**config.mk**
```make
export PLATFORM = sky130hd
export DESIGN_NAME = halftone_stream_converter_flat
export DESIGN_NICKNAME = d
export VERILOG_FILES = /design/src/rtl/halftone_stream_converter_pkg.sv /design/src/rtl/halftone_stream_converter_if.sv /design/src/rtl/halftone_stream_converter_ht_err_line_buf.sv /design/src/rtl/halftone_stream_converter.sv /design/src/flat_wrapper.sv
export SDC_FILE = /design/constraint.sdc
export NUM_CORES = 1
export LEC_CHECK = 0
export ABC_AREA = 0
export CORE_ASPECT_RATIO = 2
export CORE_UTILIZATION = 33
export CTS_BUF_LIST = sky130_fd_sc_hd__clkbuf_8
export DETAILED_ROUTE_END_ITERATION = 10
export PLACE_DENSITY_LB_ADDON = 0.12
export SLEW_MARGIN = 40
export SYNTH_ARGS = -nofsm -noshare
export SYNTH_HDL_FRONTEND = slang
export SYNTH_SLANG_ARGS = --single-unit
```
**constraint.sdc**
```tcl
create_clock -name i_clk -period 13 [get_ports i_clk]
set_input_delay 1.95 -clock i_clk [delete_from_list [all_inputs] [get_ports i_clk]]
set_output_delay 1.95 -clock i_clk [all_outputs]
set_load 0.1 [all_outputs]
```
**src/rtl/halftone_stream_converter_pkg.sv**
```systemverilog
// Shared types and constants for the streaming error-diffusion halftoner.
package halftone_stream_converter_pkg;

    typedef enum logic [1:0] {
        ST_IDLE  = 2'd0,
        ST_RUN   = 2'd1,
        ST_DRAIN = 2'd2,
        ST_DONE  = 2'd3
    } ht_state_t;

    // Threshold-dither LFSR: x^16 + x^14 + x^13 + x^11 + 1, shifting left
    localparam logic [15:0] LFSR_SEED = 16'hACE1;
    localparam logic [15:0] LFSR_TAPS = 16'hB400;

    // Error words carry two headroom bits over the pixel width (sign + overshoot)
    function automatic int unsigned calc_err_w(input int unsigned pix_w);
        return pix_w + 32'd2;
    endfunction

endpackage

```
**src/rtl/halftone_stream_converter_if.sv**
```systemverilog
// Grey-pixel input stream and halftone-bit output stream, both valid/ready.
interface halftone_stream_converter_if #(
    parameter int unsigned PIX_W = 8
) ();
    logic             pix_valid;
    logic             pix_ready;
    logic [PIX_W-1:0] pix_data;
    logic             ht_valid;
    logic             ht_ready;
    logic             ht_bit;
    logic             ht_eol;
    logic             ht_eof;

    modport master (
        output pix_valid, pix_data, ht_ready,
        input  pix_ready, ht_valid, ht_bit, ht_eol, ht_eof
    );

    modport slave (
        input  pix_valid, pix_data, ht_ready,
        output pix_ready, ht_valid, ht_bit, ht_eol, ht_eof
    );
endinterface

```
**src/rtl/halftone_stream_converter_ht_err_line_buf.sv**
```systemverilog
// One row of signed diffusion errors; reads at col and col+1, writes at col
// (reads see the pre-write contents in the same cycle).
module halftone_stream_converter_ht_err_line_buf #(
    parameter int unsigned COLS  = 8,
    parameter int unsigned ERR_W = 10,
    parameter int unsigned CW    = 3
) (
    input  logic                    i_clk,
    input  logic                    i_we,
    input  logic [CW-1:0]           i_col,
    input  logic signed [ERR_W-1:0] i_wdata,
    output logic signed [ERR_W-1:0] o_rd_u,
    output logic signed [ERR_W-1:0] o_rd_ur
);

    logic signed [ERR_W-1:0] r_mem [COLS];
    logic [CW-1:0]           w_col_nxt;

    // Right-neighbour address wraps at the last column; the caller masks that read
    assign w_col_nxt = (i_col == CW'(COLS - 1)) ? '0 : i_col + CW'(1);
    assign o_rd_u    = r_mem[i_col];
    assign o_rd_ur   = r_mem[w_col_nxt];

    always_ff @(posedge i_clk) begin
        if (i_we) begin
            r_mem[i_col] <= i_wdata;
        end
    end

endmodule

```
**src/rtl/halftone_stream_converter.sv**
```systemverilog
// Streaming error-diffusion halftoner: grey pixels in raster order, one bit per pixel out.
// Optional macro HT_THRESH_DITHER_EN adds LFSR jitter to the quantiser threshold.
module halftone_stream_converter
    import halftone_stream_converter_pkg::*;
#(
    parameter int unsigned PIX_W     = 8,
    parameter int unsigned COLS      = 8,
    parameter int unsigned ROWS      = 6,
    parameter int unsigned THRESHOLD = 128,
    parameter int unsigned W_L       = 2,
    parameter int unsigned W_UL      = 8,
    parameter int unsigned W_U       = 4,
    parameter int unsigned W_UR      = 2,
    parameter int unsigned SHIFT     = 4
) (
    input  logic                        i_clk,
    input  logic                        i_reset,
    input  logic                        i_start,
    halftone_stream_converter_if.slave  s_if,
    output logic                        o_busy,
    output logic                        o_done
);

    localparam int unsigned ERR_W = calc_err_w(PIX_W);
    localparam int unsigned MAXV  = (2 ** PIX_W) - 1;
    localparam int unsigned CW    = $clog2(COLS);
    localparam int unsigned RW    = (ROWS > 1) ? $clog2(ROWS) : 1;
    localparam int unsigned SUM_W = ERR_W + SHIFT + 2;

    localparam logic signed [SUM_W-1:0]   C_W_L    = SUM_W'(W_L);
    localparam logic signed [SUM_W-1:0]   C_W_UL   = SUM_W'(W_UL);
    localparam logic signed [SUM_W-1:0]   C_W_U    = SUM_W'(W_U);
    localparam logic signed [SUM_W-1:0]   C_W_UR   = SUM_W'(W_UR);
    localparam logic signed [ERR_W:0]     C_THR    = (ERR_W + 1)'(THRESHOLD);
    localparam logic signed [ERR_W+1:0]   C_MAX    = (ERR_W + 2)'(MAXV);
    localparam logic signed [ERR_W+1:0]   C_ZERO   = '0;
    localparam logic signed [ERR_W+1:0]   C_ERR_HI = (ERR_W + 2)'((2 ** (ERR_W - 1)) - 1);
    localparam logic signed [ERR_W+1:0]   C_ERR_LO = (ERR_W + 2)'(-(2 ** (ERR_W - 1)));

    ht_state_t               r_state;
    ht_state_t               w_state_next;
    logic [CW-1:0]           r_col;
    logic [RW-1:0]           r_row;
    logic signed [ERR_W-1:0] r_err_l;
    logic signed [ERR_W-1:0] r_err_ul;
    logic                    r_ht_valid;
    logic                    r_ht_bit;
    logic                    r_ht_eol;
    logic                    r_ht_eof;
    logic                    r_busy;
    logic                    r_done;

    logic                    w_pix_ready;
    logic                    w_accept;
    logic                    w_start_frame;
    logic                    w_col_first;
    logic                    w_col_last;
    logic                    w_row_first;
    logic                    w_last_pix;
    logic signed [ERR_W-1:0] w_rd_u;
    logic signed [ERR_W-1:0] w_rd_ur;
    logic signed [ERR_W-1:0] w_e_l;
    logic signed [ERR_W-1:0] w_e_ul;
    logic signed [ERR_W-1:0] w_e_u;
    logic signed [ERR_W-1:0] w_e_ur;
    logic signed [SUM_W-1:0] w_sum;
    logic signed [ERR_W-1:0] w_e_av;
    logic signed [ERR_W:0]   w_cpv;
    logic signed [ERR_W:0]   w_thr;
    logic                    w_out;
    logic signed [ERR_W+1:0] w_diff;
    logic signed [ERR_W-1:0] w_err;

    // State register
    always_ff @(posedge i_clk) begin
        if (i_reset) begin
            r_state <= ST_IDLE;
        end else begin
            r_state <= w_state_next;
        end
    end

    // Next state, input handshake and frame-start strobe
    always_comb begin
        w_state_next  = r_state;
        w_pix_ready   = 1'b0;
        w_accept      = 1'b0;
        w_start_frame = 1'b0;
        case (r_state)
            ST_IDLE: begin
                if (i_start) begin
                    w_start_frame = 1'b1;
                    w_state_next  = ST_RUN;
                end
            end
            ST_RUN: begin
                w_pix_ready = !r_ht_valid || s_if.ht_ready;
                w_accept    = w_pix_ready && s_if.pix_valid;
                if (w_accept && w_last_pix) begin
                    w_state_next = ST_DRAIN;
                end
            end
            ST_DRAIN: begin
                if (r_ht_valid && s_if.ht_ready) begin
                    w_state_next = ST_DONE;
                end
            end
            ST_DONE: begin
                w_state_next = ST_IDLE;
            end
            default: begin
                w_state_next = ST_IDLE;
            end
        endcase
    end

    assign w_col_first = (r_col == '0);
    assign w_col_last  = (r_col == CW'(COLS - 1));
    assign w_row_first = (r_row == '0);
    assign w_last_pix  = w_col_last && (r_row == RW'(ROWS - 1));

    halftone_stream_converter_ht_err_line_buf #(
        .COLS  (COLS),
        .ERR_W (ERR_W),
        .CW    (CW)
    ) u_line_buf (
        .i_clk   (i_clk),
        .i_we    (w_accept),
        .i_col   (r_col),
        .i_wdata (w_err),
        .o_rd_u  (w_rd_u),
        .o_rd_ur (w_rd_ur)
    );

    // Frame borders read as zero error; row 0 ignores whatever the buffer holds
    assign w_e_l  = w_col_first ? '0 : r_err_l;
    assign w_e_ul = (w_row_first || w_col_first) ? '0 : r_err_ul;
    assign w_e_u  = w_row_first ? '0 : w_rd_u;
    assign w_e_ur = (w_row_first || w_col_last) ? '0 : w_rd_ur;

    assign w_sum  = C_W_L  * SUM_W'(w_e_l)  + C_W_UL * SUM_W'(w_e_ul)
                  + C_W_U  * SUM_W'(w_e_u)  + C_W_UR * SUM_W'(w_e_ur);
    assign w_e_av = ERR_W'(w_sum >>> SHIFT);
    assign w_cpv  = $signed((ERR_W + 1)'(s_if.pix_data)) + (ERR_W + 1)'(w_e_av);
    assign w_out  = (w_cpv >= w_thr);
    assign w_diff = (ERR_W + 2)'(w_cpv) - (w_out ? C_MAX : C_ZERO);
    assign w_err  = (w_diff > C_ERR_HI) ? ERR_W'(C_ERR_HI) :
                    (w_diff < C_ERR_LO) ? ERR_W'(C_ERR_LO) : ERR_W'(w_diff);

`ifdef HT_THRESH_DITHER_EN
    logic [15:0] r_lfsr;

    // Reseeded per frame so every frame sees the same jitter sequence
    always_ff @(posedge i_clk) begin
        if (i_reset) begin
            r_lfsr <= LFSR_SEED;
        end else if (w_start_frame) begin
            r_lfsr <= LFSR_SEED;
        end else if (w_accept) begin
            r_lfsr <= {r_lfsr[14:0], ^(r_lfsr & LFSR_TAPS)};
        end
    end

    assign w_thr = C_THR + (ERR_W + 1)'($signed(r_lfsr[3:0])) - (ERR_W + 1)'(8);
`else
    assign w_thr = C_THR;
`endif

    // Raster counters, diffusion registers and the single output slot
    always_ff @(posedge i_clk) begin
        if (i_reset) begin
            r_col      <= '0;
            r_row      <= '0;
            r_err_l    <= '0;
            r_err_ul   <= '0;
            r_ht_valid <= 1'b0;
            r_ht_bit   <= 1'b0;
            r_ht_eol   <= 1'b0;
            r_ht_eof   <= 1'b0;
            r_busy     <= 1'b0;
            r_done     <= 1'b0;
        end else begin
            r_busy <= (w_state_next == ST_RUN) || (w_state_next == ST_DRAIN);
            r_done <= (w_state_next == ST_DONE);
            if (w_start_frame) begin
                r_col <= '0;
                r_row <= '0;
            end else if (w_accept) begin
                r_err_l  <= w_err;
                r_err_ul <= w_rd_u;
                if (w_col_last) begin
                    r_col <= '0;
                    r_row <= w_last_pix ? '0 : r_row + RW'(1);
                end else begin
                    r_col <= r_col + CW'(1);
                end
            end
            if (w_accept) begin
                r_ht_valid <= 1'b1;
                r_ht_bit   <= w_out;
                r_ht_eol   <= w_col_last;
                r_ht_eof   <= w_last_pix;
            end else if (s_if.ht_ready) begin
                r_ht_valid <= 1'b0;
            end
        end
    end

    assign s_if.pix_ready = w_pix_ready;
    assign s_if.ht_valid  = r_ht_valid;
    assign s_if.ht_bit    = r_ht_bit;
    assign s_if.ht_eol    = r_ht_eol;
    assign s_if.ht_eof    = r_ht_eof;
    assign o_busy         = r_busy;
    assign o_done         = r_done;

endmodule

```
**src/flat_wrapper.sv**
```systemverilog
// flat-port wrapper written by rule: the top's interface ports become plain ports
module halftone_stream_converter_flat import halftone_stream_converter_pkg::*;
#(
    parameter int unsigned PIX_W     = 8,
    parameter int unsigned COLS      = 8,
    parameter int unsigned ROWS      = 6,
    parameter int unsigned THRESHOLD = 128,
    parameter int unsigned W_L       = 2,
    parameter int unsigned W_UL      = 8,
    parameter int unsigned W_U       = 4,
    parameter int unsigned W_UR      = 2,
    parameter int unsigned SHIFT     = 4
)
  (i_clk, i_reset, i_start, o_busy, o_done, s_if_pix_valid, s_if_pix_data, s_if_ht_ready, s_if_pix_ready, s_if_ht_valid, s_if_ht_bit, s_if_ht_eol, s_if_ht_eof);
  halftone_stream_converter_if #(.PIX_W(PIX_W)) s_if_i ();
  input  logic i_clk;
  input  logic i_reset;
  input  logic i_start;
  output logic o_busy;
  output logic o_done;
  input wire logic [$bits(s_if_i.pix_valid)-1:0] s_if_pix_valid;
  input wire logic [$bits(s_if_i.pix_data)-1:0] s_if_pix_data;
  input wire logic [$bits(s_if_i.ht_ready)-1:0] s_if_ht_ready;
  output wire logic [$bits(s_if_i.pix_ready)-1:0] s_if_pix_ready;
  output wire logic [$bits(s_if_i.ht_valid)-1:0] s_if_ht_valid;
  output wire logic [$bits(s_if_i.ht_bit)-1:0] s_if_ht_bit;
  output wire logic [$bits(s_if_i.ht_eol)-1:0] s_if_ht_eol;
  output wire logic [$bits(s_if_i.ht_eof)-1:0] s_if_ht_eof;
  assign s_if_i.pix_valid = s_if_pix_valid;
  assign s_if_i.pix_data = s_if_pix_data;
  assign s_if_i.ht_ready = s_if_ht_ready;
  assign s_if_pix_ready = s_if_i.pix_ready;
  assign s_if_ht_valid = s_if_i.ht_valid;
  assign s_if_ht_bit = s_if_i.ht_bit;
  assign s_if_ht_eol = s_if_i.ht_eol;
  assign s_if_ht_eof = s_if_i.ht_eof;
  halftone_stream_converter #(.PIX_W(PIX_W), .COLS(COLS), .ROWS(ROWS), .THRESHOLD(THRESHOLD), .W_L(W_L), .W_UL(W_UL), .W_U(W_U), .W_UR(W_UR), .SHIFT(SHIFT)) u_core (.i_clk(i_clk), .i_reset(i_reset), .i_start(i_start), .s_if(s_if_i), .o_busy(o_busy), .o_done(o_done));
endmodule
```
==> summary.md <==
| Metric | Value |
|---|---|
| Status | `finished clean` |
| Part of the Yosys area used for sequential elements | `0.4188` |
| Synth cell types | `71` |
| Initial antenna violation count | `0` |
| Ant. Diodes | `0` |
| Mapped Nets | `717` |
| Reg clk slew, reported paths | `0.07 ns` |
| WP data arrival | `11.67 ns` |
| Hold Violations, Final | `0` |
| Fin cells | `963` |
| Post-synth ARST share | `0` |
| Drt drc | `0` |
| Root buffer cell | `clkbuf_8` |
| Worst-Margin Slew | `0.8222 ns` |
| GR Util met3 | `0.03791` |
| DR pass1 iterations | `4` |
| CTS resizes | `0` |
| Max_slew headroom | `0.4500` |
| Mapped Cells | `653` |
| WP data required | `13.24 ns` |
| # rows | `77` |
| Remaining Overflow, GRT | `0` |
| Tcrit/Tclk final | `0.8792` |
| Final setup viols | `0` |
| Max-slew violations | `0` |
| Mapped Area | `7505 um2` |
| Crit end category | `flip-flop` |
| Routability Congestion | `0.8686` |
| CTS sink cnt | `117` |
| WS Path Type | `reg2reg` |
| Synthesis-stage register bit count | `117` |
| Post-synth EDFFs | `80` |
| Fillers | `2169` |
| Chip width | `108.6 um` |
| Die Ht | `215.3 um` |
| Layout cell share with drive strength beyond 1 | `0.1703` |
| Met2 Use GR | `0.3937` |
| Vias | `5358` |
| CTS H-tree lvls | `4` |
| Peak VDD IR | `0.06001 mV` |
| Main flop type after synthesis | `edfxtp_1` |
| IO buf count | `19` |
| Hold_buf cts | `0` |
| Final worst slack | `1.571 ns` |
| CTS tree | `built` |
| TritonCTS Buffers | `17` |
| Placed cells | `932` |
| Slowest CP cell | `nor2_2` |
| Yosys warning total | `0` |
| First-pass GRT wire length | `32.48 mm` |
| Number of global-route vias before repair | `5698` |
| Max Cap Violations | `0` |
| Worst path most repeated cell | `ha_1` |
| Grt peak-use layer | `met2` |
| Final min period | `11.43 ns` |
| Die ar. | `23390 um2` |
| Crit-path max cell delay | `0.71 ns` |
| Wirelength, routed | `21.44 mm` |
| Maximum root-to-sink buffer count | `2` |
| Post-route ant nets | `0` |
| Area Growth Syn to Fin | `11.80%` |
| Post-CTS setup buffers | `0` |
| Crit-path max FO | `16` |
| Final Net Count | `739` |
| WHS | `0.4595 ns` |
| Lkg Pwr | `3.202 nW` |
| Largest net degree at the start of global routing | `35` |
| HP Class | `reg2reg` |
| WL/cell | `22.27 um` |
| RSZ-0062 raised after global routing | `no` |
| Global Route Usage Sum | `0.1958` |
| Drt initial violations | `209` |
| Clock latency at the later pin of the worst-skew pair | `0.47 ns` |
| Core Util, Final | `0.3787` |
| Initial core utilization | `0.3387` |
| Core ar. | `22160 um2` |
| CP Launch Type | `flip-flop` |
| Fmax | `87.49 MHz` |
| Via density | `5.564` |
| Ports | `20` |
| P per Cell Area | `104.3 nW/um2` |
| Worst R2R Setup Slack | `1.57 ns` |
| Mean Syn Cell Area | `11.49 um2` |
| Pre-CTS setup slack | `1.693 ns` |
| Detailed placement HPWL | `16.56 mm` |
| GR Layer Usage met1 | `0.1729` |
| Setup TNS | `0 ns` |
| Post-route clock skew | `0.02174 ns` |
[cells in the mapped netlist, types with 7 or more instances]
cell       n  area (um2)
edfxtp_1  80        2402
nor2_1    56       210.2
nand2_1   44       165.2
dfxtp_1   37       740.7
inv_1     34       127.6
mux4_2    29       653.1
ha_1      28       350.3
a21oi_1   26       130.1
mux2i_1   26       260.3
fa_1      23       460.4
clkbuf_1  22       82.58
a22oi_1   18       135.1
xnor2_1   18       157.7
nor3_1    16       80.08
a21o_1    15       112.6
and2_1    12       75.07
a211oi_1  11       82.58
and3_1    10       62.56
a211oi_2   9       112.6
nand2b_1   9       56.30
nor2b_1    8       50.05
mux2_2     7       78.83
nand3_1    7       35.03
o21ai_0    7       35.03
or2_2      7       43.79
xor2_1     7       61.31
[state kept, by name, indices dropped and copies added (netlist names), named ones only]
register / cells
u_core.o_busy: 1
u_core.o_done: 1
u_core.r_col: 3
u_core.r_err_l: 10
u_core.r_err_ul: 10
u_core.r_row: 3
u_core.r_state: 2
u_core.s_if.ht_bit: 1
u_core.s_if.ht_eof: 1
u_core.s_if.ht_eol: 1
u_core.s_if.ht_valid: 1
u_core.u_line_buf.r_mem: 80
[cell families after synthesis]
group | after synthesis | synth area share
xor+xnor | 25 | 0.02918
simple gates | 193 | 0.1280
flops | 117 | 0.4188
compound gates | 139 | 0.1467
buf+inv | 66 | 0.03701
mux | 62 | 0.1322
fa+ha+maj | 51 | 0.1080
[critical path, delay by kind of cell (launching register included)]
kind	cells	cell delay, ns
muxes	2	0.59
and+or+nand+nor	10	2.80
xor gates and xnor gates	2	0.76
AOI/OAI and AO/OA	15	3.16
adders and majority gates	7	2.78
buffers and inverters	3	0.64
DFF	1	0.47
[stage by stage]
stage | area (um2) | power, mW
2_1_floorplan | 7505 | 0.5168
3_3_place_gp | 8026 | 0.5503
3_5_place_dp | 7996 | 0.5515
4_1_cts | 8376 | 0.8852
5_1_grt | 8391 | 0.9105
6_report | 8391 | 0.8748
[worst paths after layout]
path | from | endpoint | cells after the start
max | u_core.r_col[0] | u_core.u_line_buf.r_mem[0][2] | 39
min | u_core.s_if.ht_eol | u_core.s_if.ht_eol | 2
max reg2reg | u_core.r_col[0] | u_core.u_line_buf.r_mem[0][2] | 39
min reg2reg | u_core.s_if.ht_eol | u_core.s_if.ht_eol | 2
[placed cells by master, fill, tap and decap left out, drive strengths merged, types with 7 or more instances in the layout]
cell type,n
buf,22
nand2,44
a21oi,26
a22oi,18
or2,7
clkdlybuf4s50,12
and3,10
a211oi,20
nand2b,9
a21o,15
o211ai,10
ha,28
and2,12
clkinv,8
xnor2,18
nor2,56
xor2,7
inv,37
mux4,29
nor3,16
clkbuf,17
nor2b,8
dfxtp,37
fa,23
edfxtp,80
mux2,7
o21ai,12
mux2i,26
nand3,7
[routing by layer]
layer | part of all wire | vias up
met1 | 0.33 | 2700
li1 | - | 2501
met2 | 0.60 | 119
met3 | 0.027 | 38
met4 | 0.045 | 0
met5 | 0 | -
[report_power, final]
| part | switching (mW) | total (mW) | leakage [nW] | internal (mW) |
|---|---|---|---|---|
| Clock | 0.148 | 0.331 | 0.193 | 0.183 |
| Sequential | 0.00525 | 0.424 | 1.02 | 0.418 |
| Combinational | 0.0779 | 0.120 | 1.99 | 0.0421 |
| Total | 0.231 | 0.875 | 3.20 | 0.644 |
[cell type report]
type | count | area, um2 | area share
well taps | 276 | 345.3 | 0.04116
multi-input cells | 470 | 4124 | 0.4915
clock buffers | 17 | 234.0 | 0.02789
inverters | 35 | 131.4 | 0.01566
clock inverters | 14 | 145.1 | 0.01730
flip-flops and latches | 117 | 3143 | 0.3746
repair buffers | 34 | 267.8 | 0.03191
No activity file was read; power rests on OpenSTA's default activity.
